### src/rtl/arp_tx_sched.sv
// ARP reply transmit scheduler: ping-pong capture of reply bytes, reply queueing,
// and round-robin sharing of the Ethernet transmitter with a UDP source plus timeout.
module arp_tx_sched #(
    parameter int TIMEOUT = 2047
) (
    input  logic        clk,
    input  logic        rst,
    input  logic [10:0] arp_bus,
    input  logic        udp_req,
    input  logic        tx_busy,
    input  logic        tx_done,
    input  logic [3:0]  arp_raddr,
    output logic [7:0]  arp_rdata,
    output logic        tx_start,
    output logic        tx_sel,
    output logic        udp_grant,
    output logic [1:0]  arp_pend,
    output logic [7:0]  drop_cnt,
    output logic [7:0]  tmo_cnt
);
    typedef enum logic [1:0] {IDLE, ARP_TX, UDP_TX} state_t;

    localparam logic [10:0] TMO = 11'(TIMEOUT);

    state_t                 state_q, state_d;
    logic [1:0][9:0][7:0]   mem_q, mem_d;
    logic [3:0]             wptr_q, wptr_d;
    logic                   wsel_q, wsel_d;
    logic                   rsel_q, rsel_d;
    logic [1:0]             full_q, full_d;
    logic                   last_q, last_d;
    logic [10:0]            cnt_q, cnt_d;
    logic [7:0]             drop_q, drop_d;
    logic [7:0]             tmo_q, tmo_d;
    logic [7:0]             rdata_q, rdata_d;
    logic                   start_q, start_d;

    logic bus_ok, bus_stb, bus_wr;
    logic [7:0] bus_data;
    logic grant_arp, grant_udp, in_tx, tmo_hit, leave;

    assign {bus_ok, bus_stb, bus_wr, bus_data} = arp_bus;

    assign grant_arp = (state_q == IDLE) && !tx_busy && full_q[rsel_q] && (!udp_req || last_q);
    assign grant_udp = (state_q == IDLE) && !tx_busy && !grant_arp && udp_req;
    assign in_tx     = (state_q != IDLE);
    assign tmo_hit   = in_tx && (cnt_q == TMO);
    assign leave     = in_tx && (tx_done || tmo_hit);

    always_ff @(posedge clk or posedge rst) begin
        if (rst) begin
            state_q <= IDLE;
            mem_q   <= '0;
            wptr_q  <= '0;
            wsel_q  <= 1'b0;
            rsel_q  <= 1'b0;
            full_q  <= '0;
            last_q  <= 1'b1;
            cnt_q   <= '0;
            drop_q  <= '0;
            tmo_q   <= '0;
            rdata_q <= '0;
            start_q <= 1'b0;
        end else begin
            state_q <= state_d;
            mem_q   <= mem_d;
            wptr_q  <= wptr_d;
            wsel_q  <= wsel_d;
            rsel_q  <= rsel_d;
            full_q  <= full_d;
            last_q  <= last_d;
            cnt_q   <= cnt_d;
            drop_q  <= drop_d;
            tmo_q   <= tmo_d;
            rdata_q <= rdata_d;
            start_q <= start_d;
        end
    end

    always_comb begin
        state_d = state_q;
        case (state_q)
            IDLE: begin
                if (grant_arp)      state_d = ARP_TX;
                else if (grant_udp) state_d = UDP_TX;
            end
            ARP_TX, UDP_TX: if (leave) state_d = IDLE;
            default: state_d = IDLE;
        endcase
    end

    always_comb begin
        mem_d   = mem_q;
        wptr_d  = wptr_q;
        wsel_d  = wsel_q;
        rsel_d  = rsel_q;
        full_d  = full_q;
        last_d  = last_q;
        cnt_d   = cnt_q;
        drop_d  = drop_q;
        tmo_d   = tmo_q;
        start_d = grant_arp || grant_udp;

        if (bus_wr && (wptr_q < 4'd10) && !full_q[wsel_q]) begin
            mem_d[wsel_q][wptr_q] = bus_data;
            wptr_d = wptr_q + 4'd1;
        end

        // Capture side decides on the pre-update flags; the release below may
        // still clear the same slot flag in this cycle.
        if (bus_stb) begin
            wptr_d = '0;
            if (bus_ok && full_q[wsel_q]) begin
                if (drop_q != 8'hFF) drop_d = drop_q + 8'd1;
            end else if (bus_ok && (wptr_q == 4'd10)) begin
                full_d[wsel_q] = 1'b1;
                wsel_d = ~wsel_q;
            end
        end

        if (grant_arp || grant_udp) cnt_d = '0;
        else if (in_tx)             cnt_d = cnt_q + 11'd1;

        if (leave) begin
            last_d = (state_q == UDP_TX);
            if (!tx_done && tmo_q != 8'hFF) tmo_d = tmo_q + 8'd1;
            if (state_q == ARP_TX) begin
                full_d[rsel_q] = 1'b0;
                rsel_d = ~rsel_q;
            end
        end

        rdata_d = (arp_raddr < 4'd10) ? mem_q[rsel_q][arp_raddr] : 8'h00;
    end

    always_comb begin
        tx_sel    = (state_q == UDP_TX);
        udp_grant = (state_q == UDP_TX);
        tx_start  = start_q;
        arp_rdata = rdata_q;
        arp_pend  = full_q;
        drop_cnt  = drop_q;
        tmo_cnt   = tmo_q;
    end
endmodule

### config.mk
export PLATFORM = sky130hd
export DESIGN_NAME = arp_tx_sched
export DESIGN_NICKNAME = d
export VERILOG_FILES = /design/src/rtl/arp_tx_sched.sv
export SDC_FILE = /design/constraint.sdc
export NUM_CORES = 1
export LEC_CHECK = 0
export BUFFER_PORTS_ARGS = -buffer_cell sky130_fd_sc_hd__buf_2
export CORE_ASPECT_RATIO = 0.7
export CORE_MARGIN = 8
export CORE_UTILIZATION = 55
export CTS_BUF_LIST = sky130_fd_sc_hd__clkbuf_4
export DETAILED_ROUTE_END_ITERATION = 12
export PLACE_DENSITY = 0.87
export SLEW_MARGIN = 5
export SYNTH_ARGS = -nofsm -noshare
export SYNTH_HDL_FRONTEND = slang
export SYNTH_SLANG_ARGS = --single-unit
### constraint.sdc
create_clock -name clk -period 5.91 [get_ports clk]
set_input_delay 0.2955 -clock clk [delete_from_list [all_inputs] [get_ports clk]]
set_output_delay 0.2955 -clock clk [all_outputs]
set_load 0.05 [all_outputs]
# After elaboration in Yosys (flattened, before gate mapping)
# Cells that the tools add are included.
# Widths: inputs -> output; s select.
[totals]
memories = 0
rom_bits = 0
output_inout_bits = 29
ram_bits = 0
regBits = 207
elab_cells = 122
latch_bits = 0
input_bits = 20
[op_classes]
addsub = 4
n_lt_le_gt_ge = 9
shift = 0
n_bitwise = 6
n_mux = 31
n_mul = 0
n_div = 0
reduce_logical = 33
eq_ne = 8
[ops]
columns = ["op", "count"]
rows = [
  ["$mux 80", 3],
  ["$bwmux 160", 1],
  ["$demux 80 s1", 1],
  ["$bmux 8 s4", 1],
  ["$demux 8 s4", 1],
  ["$mux 8", 3],
  ["$mux 11", 2],
  ["$add 8x1->8 const B", 2],
  ["$mux 2", 8],
  ["$ne 8x8->1 const B", 2],
  ["$logic_and 1x1->1", 15],
  ["$add 11x1->11 const B", 1],
  ["$eq 11x11->1 const B", 1],
  ["$lt 4x5->1 const B", 2],
  ["$lt 4x4->1 const B", 2],
  ["$mux 4", 2],
  ["$mux 1", 6],
  ["$reduce_and 2->1", 3],
  ["$reduce_and 3->1", 2],
  ["$reduce_bool 2->1", 3],
  ["$logic_not 1->1", 5],
  ["$add 4x1->4 const B", 1],
  ["$eq 4x4->1 const B", 1],
  ["$ge 4x1->1 const B", 1],
  ["15 further kinds", 22],
]

# Logic depth before layout (Yosys ltp)
# Gate-level depths: netlist of run 1.
[depth]
depth_word = 11
mapped_depth = 7
mapped_depth_nobuf = 6

# Least setup slack after synthesis of run 1
# No wires, ideal clock.
[synth_path]
kind = "register to register"
start = "register drop_q[0] (netlist: drop_cnt[0])"
end = "register drop_q[1] (netlist: drop_cnt[1])"
t_arrival_ns = 1.912
path_stages_with_launch = 5
required_ns = 5.785
setup_time_ns = 0.125
slack_ns = 3.874
n_path_buf = 0
synth_period_minus_slack_ns = 2.036
cell_sequence = "dfrtp_1 -> ha_1 -> and3_1 -> a211oi_2 -> mux2_2"
[synth_via]
elab_chain_cells = 2
elab_cells_between_ends = 3
cone_classes = "add/sub: 1; eq/ne: 1; reduce/logical: 1"
[synth_rtl]
columns = ["element", "line_no", "source"]
rows = [
  ["from (decl)", "33", "logic [7:0] drop_q, drop_d;"],
  ["from (signal assigned)", "73", "drop_q <= drop_d;"],
  ["parallel branches: the longest is 2 deep, another holds $add 8x1->8", "n/a", ""],
]
# Parallel ways; which one is timed is not known.
# A chain may end at the register's enable or synchronous reset.

# Worst setup path after layout of run 1
[layout_path]
start = "register state_q[1]"
end = "register tmo_q[1] (netlist: tmo_cnt[1])"
[layout_via]
elab_chain_cells = 5
[layout_rtl]
columns = ["element", "line_no", "source"]
rows = [
  ["from (decl)", "25", "state_t state_q, state_d;"],
  ["from (signal assigned)", "65", "state_q <= state_d;"],
  ["$reduce_bool 2->1 (*)", "46", "assign in_tx = (state_q != IDLE);"],
  ["$logic_and 1x1->1", "47", "assign tmo_hit = in_tx && (cnt_q == TMO);"],
  ["$logic_or 1x1->1", "48", "assign leave = in_tx && (tx_done || tmo_hit);"],
  ["$logic_and 1x1->1 (*)", "48", ""],
  ["$reduce_and 2->1 (no line) (*)", "n/a", ""],
  ["to (signal assigned)", "74", "tmo_q <= tmo_d;"],
  ["to (decl)", "34", "logic [7:0] tmo_q, tmo_d;"],
]
# Mark *: on every way between the ends. The rest lies on a longest branch, timed or not.

==> flow_summary.yaml, run 1 <==
status:
  status: "complete, but fails checks"
  violations: "hold timing"
critical_path:
  crit_start: "state_q[1]"
  required_ns: 6.43
  path_class: "reg -> reg"
  r2r_slack_ns: 3.68
  crit_fanout: 18
  cp-end-kind: "register"
  worstPathArrival_ns: 2.75
  start_kind: "register"
  ff2ff_path_depth: 6
  worstReg2RegStart: "state_q[1]"
  r2r-end: "tmo_cnt[1]"
sta:
  finalClockSkew_ns: 0.0551
  hold_ws_ns: -0.0277
  hold_viol_final: 4
  setup_slack_ns: 3.68
  fin_setup_tns_ns: 0
  worstMarginPinSlew_ns: 1.12
  post-route-period-util: 0.378
  fin_crit_ns: 2.23
  max_freq_mhz: 448
  rsz0062_at_grt: "no"
  slew_violations: 0
  relSlewSlack: 0.256
  final-setup-viol-count: 0
global_routing:
  overflow: 0
  grt_use_total: 0.202
  grt_max_degree: 208
  grt_pass1_vias: 6770
  antenna_found_initial: 2
  grt_pass1_wl_um: 35800
run:
  cap_viol_max_count: 0
route:
  wl_per_cell_um: 21.6
  drt-pass1-iter-count: 5
  m1WireLength_um: 9840
  top_layer_used: "met5"
  antenna_violating_nets_post_route: 0
  wl_met2_um: 10000
  vias_per_cell: 6.10
  dr.first_iter.drc_count: 539
  finalWirelength_um: 22100
  drc: 0
  via_count: 6236
  met3_wirelength_um: 1800
floorplanning:
  initial_core_util: 0.563
  rows: 40
  ios: 49
  dieHeight_um: 127
  die_x_um: 174
  die_area_um2: 22100
  core-area_um2: 17200
placement:
  placed_cell_area_um2: 10000
  post-place-cells: 942
  place.gp.congestion: 0.830
  pre_cts_ws_ns: 3.55
  dpl.hpwl_um: 14900
  portBuffers: 48
yosys:
  synthArstFlopShare: 1.00
  ys.flop_type: "dfrtp_1"
  synth_top_cell_area_share: 0.534
  synth_area_um2: 9660
  synth_seq_cells: 207
  synth_area_leaders: "dfrtp_1 53%, mux2_2 15%, mux4_2 5.6%, mux2i_1 4.4%, mux2_1 4.0%"
  synth_edf_count: 0
  ys_types: 55
  synth_cells: 704
  postSynthNetCount: 734
  synth.yosys.seq_area_share: 0.536
  yosys_warnings: 0
  synth_area_leader_cell: "dfrtp_1"
  synth_area_per_cell_um2: 13.7
finish:
  final_util: 0.618
  instances_no_fill: 1023
  num-fill-cells: 1292
  final_net_count: 794
  final_area_um2: 10600
  mostFrequentLayoutCells: "205 x dfrtp_1, 131 x mux2_2, 68 x clkbuf_4, 48 x buf_2, 42 x mux2i_1"
  drive_gt1_frac: 0.372
  areaGrowthSynthToFinish_pct: 9.75
  layout_commonest_cell: "dfrtp_1"
power_and_ir_drop:
  ir_drop_v: 0.000339
  totalPowerFinal_mw: 3.03
  p_leak_nw: 5.30
  powerDensity_nw_per_um2: 286
clock_tree:
  cts_hold_buf: 2
  cts_buffers: 49
  cts_setup_buffers: 0
  cts_buffer_depth: 3
  clk_latency_ns: 0.64
  path_clk_slew_ns: 0.08
  cts_resized: 0
  cts_tree: "yes"
  root_buffer: "clkbuf_4"
  h-tree-depth: 2
  cts.sinks: 207
min_path:
  hold_path.class: "in -> async"
worst max path at each step:
stage | to | slack, ns | cells after the start
3_3_place_gp | arp_rdata[3] | 3.61 | 4
2_1_floorplan | arp_pend[0] | 2.93 | 1
6_report | tmo_cnt[1] | 3.68 | 6
3_5_place_dp | arp_rdata[3] | 3.55 | 4
5_1_grt | tmo_cnt[1] | 3.54 | 6
4_1_cts | cnt_q[1] | 3.69 | 5
cell families after synthesis:
kind of cell	after synthesis	share of synthesized area
multiplexers	231	0.292
flip-flops	207	0.536
AND/OR/NAND/NOR	134	0.0786
buffers and inverters	51	0.0229
AO/OA/AOI/OAI	48	0.0364
XOR/XNOR	23	0.0209
adder cells (fa/ha/maj)	10	0.0130
area by class of cell:
type / instances / area (um^2) / area share
antenna: 2 / 5.00 / 0.000472
clock buffer: 68 / 510 / 0.0482
clock inverter: 9 / 36.3 / 0.00342
inverter: 8 / 33.8 / 0.00319
multi-input combinational: 446 / 4260 / 0.402
sequential: 207 / 5180 / 0.489
tap: 231 / 289 / 0.0273
timing repair buffer: 52 / 288 / 0.0271
Yosys cell counts (all sizes together) (3+ instances only):
master and instances:
nand3 23, and4 4, buf 20, nand4 11
ha 10, nor2 20, nand2b 5, o311ai 8
clkbuf 23, o21ai 4, mux2i 42, xor2 4
a31oi 10, and3b 3, dfrtp 206, a21oi 4
nor3b 3, a22oi 8, nand2 42, mux4 24
xnor2 19, mux2 165, a41oi 3, nor2b 5
inv 7, and2 3, and3 4
report_power, final:
part	internal (mW)	switching (mW)	leakage, nW
Combinational	0.161	0.203	2.17
Clock	0.524	0.544	0.337
Sequential	1.53	0.0700	2.80
Total	2.21	0.817	5.30
layer usage:
| metal | up-vias | global-route usage |
|---|---|---|
| met4 | 2 | 0.0612 |
| met5 | - | 0 |
| met1 | 3226 | 0.281 |
| li1 | 2728 | - |
| met2 | 227 | 0.306 |
| met3 | 53 | 0.0554 |
registers in the layout, indices dropped and copies added (netlist names):
name and count:
mem_q 160, wptr_q 4, wsel_q 1, last_q 1, rsel_q 1, state_q 2
tx_start 1, arp_rdata 8, drop_cnt 8, arp_pend 2, cnt_q 11, tmo_cnt 8
worst max-delay path, stage by stage, from the launching register on:
cell      delay, ns
dfrtp_1        0.40
inv_1          0.09
ha_1           0.37
nand4b_1       0.34
nor4_4         0.46
nand2_1        0.17
mux2_2         0.29
No activity file was read; power rests on OpenSTA's default activity.
==> run 2: changes to the inputs <==
--- a/config.mk
+++ b/config.mk
@@ -11,7 +11,7 @@
 export CORE_UTILIZATION = 55
 export CTS_BUF_LIST = sky130_fd_sc_hd__clkbuf_4
 export DETAILED_ROUTE_END_ITERATION = 12
-export PLACE_DENSITY = 0.87
+export PLACE_DENSITY = 0.84
 export SLEW_MARGIN = 5
 export SYNTH_ARGS = -nofsm -noshare
 export SYNTH_HDL_FRONTEND = slang
==> constraint.sdc (replaced) <==
create_clock -name clk -period 2.23 [get_ports clk]
set_input_delay 0.1115 -clock clk [delete_from_list [all_inputs] [get_ports clk]]
set_output_delay 0.1115 -clock clk [all_outputs]
set_load 0.05 [all_outputs]
==> run 2 against run 1 <==
The flow now finishes without violations. Count of clock-buffer cells in the layout rose by 2. Flip-flop and latch count did not move. Register-to-register slack got worse by 3.6 ns. Critical path depth fell by 1. Clock power rose to 3.0 times the previous value. Wire length fell by 2.5%. Sequential power rose to 2.7 times the previous value. Core utilization rose by 2.5 points. Die area did not move. Via count rose by 1.5%. Global-route usage fell by 0.38 points. First-iteration DRC count fell by 22%. Largest cell class unchanged. Largest power group unchanged.
==> flow_summary.yaml, run 2 (synthesis gave the netlist of run 1 again) <==
finish:
  drive_gt1_frac: 0.372
  instances_no_fill: 1072
  top_regs: "mem_q x160, cnt_q x11"
  largest_reg_flops: 160
  layout_commonest_cell: "dfrtp_1"
  insertedDiodeCount: 0
  final_net_count: 829
  final_util: 0.642
  areaGrowthSynthToFinish_pct: 14.2
  final_area_um2: 11000
  mostFrequentLayoutCells: "205 x dfrtp_1, 131 x mux2_2, 70 x clkbuf_4, 48 x buf_2, 41 x mux2i_1"
  top_register: "mem_q"
floorplanning:
  dieHeight_um: 127
  core-area_um2: 17200
  initial_core_util: 0.563
  die_x_um: 174
  die_area_um2: 22100
  rows: 40
  ios: 49
clock_tree:
  path_clk_slew_ns: 0.08
  cts_setup_buffers: 0
  cts_tree: "yes"
  h-tree-depth: 2
  cts_buffers: 50
  root_buffer: "clkbuf_4"
  clk_latency_ns: 0.64
  cts_buffer_depth: 3
  cts.sinks: 207
power_and_ir_drop:
  p_comb_frac: 0.121
  pwr-share-seq: 0.500
  power_frac_clock: 0.379
  powerDensity_nw_per_um2: 768
  intPower_mw: 6.21
  power_switching_mw: 2.26
  p_leak_nw: 5.51
  ir_drop_v: 0.000830
  totalPowerFinal_mw: 8.47
  switching_share: 0.266
sta:
  slew_violations: 0
  final-setup-viol-count: 0
  fin_setup_tns_ns: 0
  worstMarginPinSlew_ns: 1.02
  finalClockSkew_ns: 0.0277
  setup_slack_ns: 0.126
  max_freq_mhz: 475
  hold_viol_final: 0
  relSlewSlack: 0.309
  post-route-period-util: 0.944
  fin_crit_ns: 2.10
  hold_ws_ns: 0.0441
critical_path:
  ff2ff_path_depth: 5
  crit_start: "wsel_q"
  r2r-end: "wptr_q[1]"
  r2r_slack_ns: 0.13
  start_kind: "register"
  path_class: "reg -> reg"
  worstPathArrival_ns: 2.66
  worstReg2RegStart: "wsel_q"
  cp-end-kind: "register"
  cp-endpoint: "wptr_q[1]"
  crit_fanout: 10
  required_ns: 2.79
route:
  antenna_violating_nets_post_route: 0
  via_count: 6331
  drt-pass1-iter-count: 5
  dr.first_iter.drc_count: 420
  vias_per_cell: 5.91
  drc: 0
  wl_per_cell_um: 20.1
  finalWirelength_um: 21600
global_routing:
  grt_pass1_wl_um: 35700
  antenna_found_initial: 0
  grt_max_degree: 89
  grt_use_total: 0.198
  grt_pass1_vias: 6823
  overflow: 0
placement:
  place.gp.congestion: 0.865
  post-place-cells: 960
  dpl.hpwl_um: 14700
  portBuffers: 48
  pre_cts_ws_ns: 0.214
  placed_cell_area_um2: 10200
run:
  cap_viol_max_count: 0
status:
  status: "complete, no violations"
min_path:
  hold_start: "arp_bus[1]"
  hold_path.class: "in -> reg"
==> run 2: worst min path at each step <==
stage | end | cells past startpoint
after global placement | drop_cnt[3] | 3
after global routing | mem_q[105] | 2
final | mem_q[57] | 2
after detailed placement | drop_cnt[5] | 3
after floorplan | wptr_q[1] | 1
after CTS | mem_q[57] | 2
==> run 2: metal layers <==
layer | GRT usage | wire, um
met1 | 0.280 | 9890
met2 | 0.301 | 9980
met3 | 0.0474 | 1440
met4 | 0.0576 | 263
met5 | 0 | 0
==> run 2: worst max-delay path, stage by stage (launching register included) <==
cell           delay, ns
dfrtp_1             0.56
mux2i_2             0.42
and2_1              0.27
nand3_1             0.10
a21oi_1             0.12
dlygate4sd3_1       0.56
==> run 2: cell type report <==
type / instances / area [um^2]
flip-flops and latches: 207 / 5180
fillers: 1237 / 6140
inverters: 8 / 33.8
clock inverters: 24 / 143
clock buffers: 70 / 526
multi-input cells: 446 / 4260
repair buffers: 86 / 596
well taps: 231 / 289
==> run 2: power groups by stage <==
stage	Clock (mW)	Combinational (mW)	Sequential [mW]
finish	3.21	1.02	4.24
global route	3.49	1.12	4.26
CTS	3.28	1.03	4.23
detailed placement	0	0.995	4.30
global placement	0	0.940	4.27
floorplan	0	0.752	4.27
==> run 2: what timing repair did <==
action / CTS / global route
setup endpoints to repair: 0 / 1
resized for setup: 0 / 1
hold buffers: 18 / 0
endpoints found under the hold margin: 333 / 0
==> run 3: changes to the inputs <==
--- a/config.mk
+++ b/config.mk
@@ -5,7 +5,7 @@
 export SDC_FILE = /design/constraint.sdc
 export NUM_CORES = 1
 export LEC_CHECK = 0
-export BUFFER_PORTS_ARGS = -buffer_cell sky130_fd_sc_hd__buf_2
+export BUFFER_PORTS_ARGS = -buffer_cell sky130_fd_sc_hd__buf_4
 export CORE_ASPECT_RATIO = 0.7
 export CORE_MARGIN = 8
 export CORE_UTILIZATION = 55
==> run 3 against run 2 <==
Core utilization is 0.87 points higher. Flip-flop and latch count unchanged. Largest power group unchanged. Clock skew rose by 0.0026 ns. Final cell count about the same. Via count decreased by 0.95%. Sequential power hardly changed. Die area unchanged. Fmax grew 3.4%. Non-clock buffer count down 2. Critical path type unchanged. Combinational power is essentially flat. Highest routed layer unchanged.
==> flow_summary.yaml, run 3 (synthesis gave the netlist of run 1 again) <==
global_routing:
  grt_use_total: 0.198
  overflow: 0
  grt_max_degree: 79
  grt_pass1_vias: 6838
  grt_pass1_wl_um: 35700
  antenna_found_initial: 0
finish:
  instances_no_fill: 1071
  drive_gt1_frac: 0.376
  num-fill-cells: 1199
  largest_reg_flops: 160
  insertedDiodeCount: 0
  top_regs: "mem_q x160, cnt_q x11"
  final_util: 0.651
  final_net_count: 828
  top_register: "mem_q"
  layout_commonest_cell: "dfrtp_1"
  mostFrequentLayoutCells: "205 x dfrtp_1, 131 x mux2_2, 75 x clkbuf_4, 62 x buf_4, 42 x mux2i_1"
  areaGrowthSynthToFinish_pct: 15.7
floorplanning:
  initial_core_util: 0.563
  die_x_um: 174
  rows: 40
  die_area_um2: 22100
  core-area_um2: 17200
  ios: 49
  dieHeight_um: 127
placement:
  place.gp.congestion: 0.826
  dpl.hpwl_um: 14200
  portBuffers: 48
  post-place-cells: 958
  pre_cts_ws_ns: 0.306
clock_tree:
  cts_setup_buffers: 0
  cts_buffer_depth: 3
  h-tree-depth: 2
  root_buffer: "clkbuf_4"
  clk_latency_ns: 0.65
  path_clk_slew_ns: 0.07
  cts_buffers: 51
  cts.sinks: 207
  cts_tree: "yes"
power_and_ir_drop:
  p_leak_nw: 5.54
  totalPowerFinal_mw: 8.57
  ir_drop_v: 0.000635
  powerDensity_nw_per_um2: 767
route:
  wl_per_cell_um: 19.7
  vias_per_cell: 5.86
  antenna_violating_nets_post_route: 0
  drc: 0
  drt-pass1-iter-count: 4
  via_count: 6271
  dr.first_iter.drc_count: 392
  finalWirelength_um: 21100
sta:
  fin_setup_tns_ns: 0
  fin_crit_ns: 2.03
  final-setup-viol-count: 0
  rsz0062_at_grt: "no"
  finalClockSkew_ns: 0.0303
  setup_slack_ns: 0.196
  slew_violations: 0
  relSlewSlack: 0.291
  worstMarginPinSlew_ns: 1.05
  hold_viol_final: 0
  post-route-period-util: 0.912
  max_freq_mhz: 492
run:
  cap_viol_max_count: 0
critical_path:
  crit_fanout: 9
  cp-end-kind: "register"
  worstReg2RegStart: "rsel_q"
  start_kind: "register"
  r2r-end: "arp_rdata[3]"
  ff2ff_path_depth: 3
  required_ns: 2.67
  path_class: "reg -> reg"
  worstPathArrival_ns: 2.47
  cp-endpoint: "arp_rdata[3]"
  crit_start: "rsel_q"
  r2r_slack_ns: 0.20
min_path:
  hold_path.class: "in -> reg"
status:
  status: "complete, no violations"
[run 3: report_power, final]
part / total (mW) / internal, mW / switching (mW)
Sequential: 4.23 / 4.05 / 0.179
Clock: 3.30 / 1.78 / 1.53
Combinational: 1.04 / 0.492 / 0.544
[run 3: cell type report]
| class | count | area [um^2] | share of cell area |
|---|---|---|---|
| sequential | 207 | 5180 | 0.464 |
| clock inverter | 20 | 129 | 0.0115 |
| multi-input combinational | 446 | 4260 | 0.381 |
| timing repair buffer | 84 | 726 | 0.0649 |
| clock buffer | 75 | 563 | 0.0504 |
| inverter | 8 | 33.8 | 0.00302 |
| tap | 231 | 289 | 0.0259 |
[run 3: worst min path at each step]
| stage | startpoint | to | slack [ns] | depth (start not counted) |
|---|---|---|---|---|
| floorplan | arp_bus[9] | wptr_q[1] | 0.17 | 1 |
| CTS | arp_raddr[1] | arp_rdata[4] | 0.05 | 3 |
| finish | arp_raddr[1] | arp_rdata[4] | 0.10 | 3 |
| detailed placement | rst | mem_q[38] | 0.23 | 2 |
| global route | arp_raddr[1] | arp_rdata[4] | 0.10 | 3 |
| global placement | rst | mem_q[118] | 0.22 | 2 |
[run 3: metrics by stage]
step	area, um^2	hold slack (ns)
floorplan	9660	0.175
global placement	10300	0.217
detailed placement	10300	0.227
CTS	11200	0.0499
global route	11200	0.103
finish	11200	0.102
[run 3: critical path, cell delays in order (launching register included)]
cell and delay, ns:
dfrtp_2 0.52, inv_2 0.29, mux2i_1 0.15, o311ai_0 0.85
[run 3: routing by layer]
layer / vias to the layer above / GRT usage / routed length, um
li1: 2812 / - / -
met3: 40 / 0.0492 / 1300
met4: 0 / 0.0667 / 397
met5: - / 0 / 0
met1: 3228 / 0.273 / 9980
met2: 191 / 0.302 / 9460
[run 3: repair_timing]
action	4_1_cts	5_1_grt
gates resized for setup	0	0
endpoints found under the hold margin	279	0
setup endpoints to repair	0	0
hold buffers	18	0
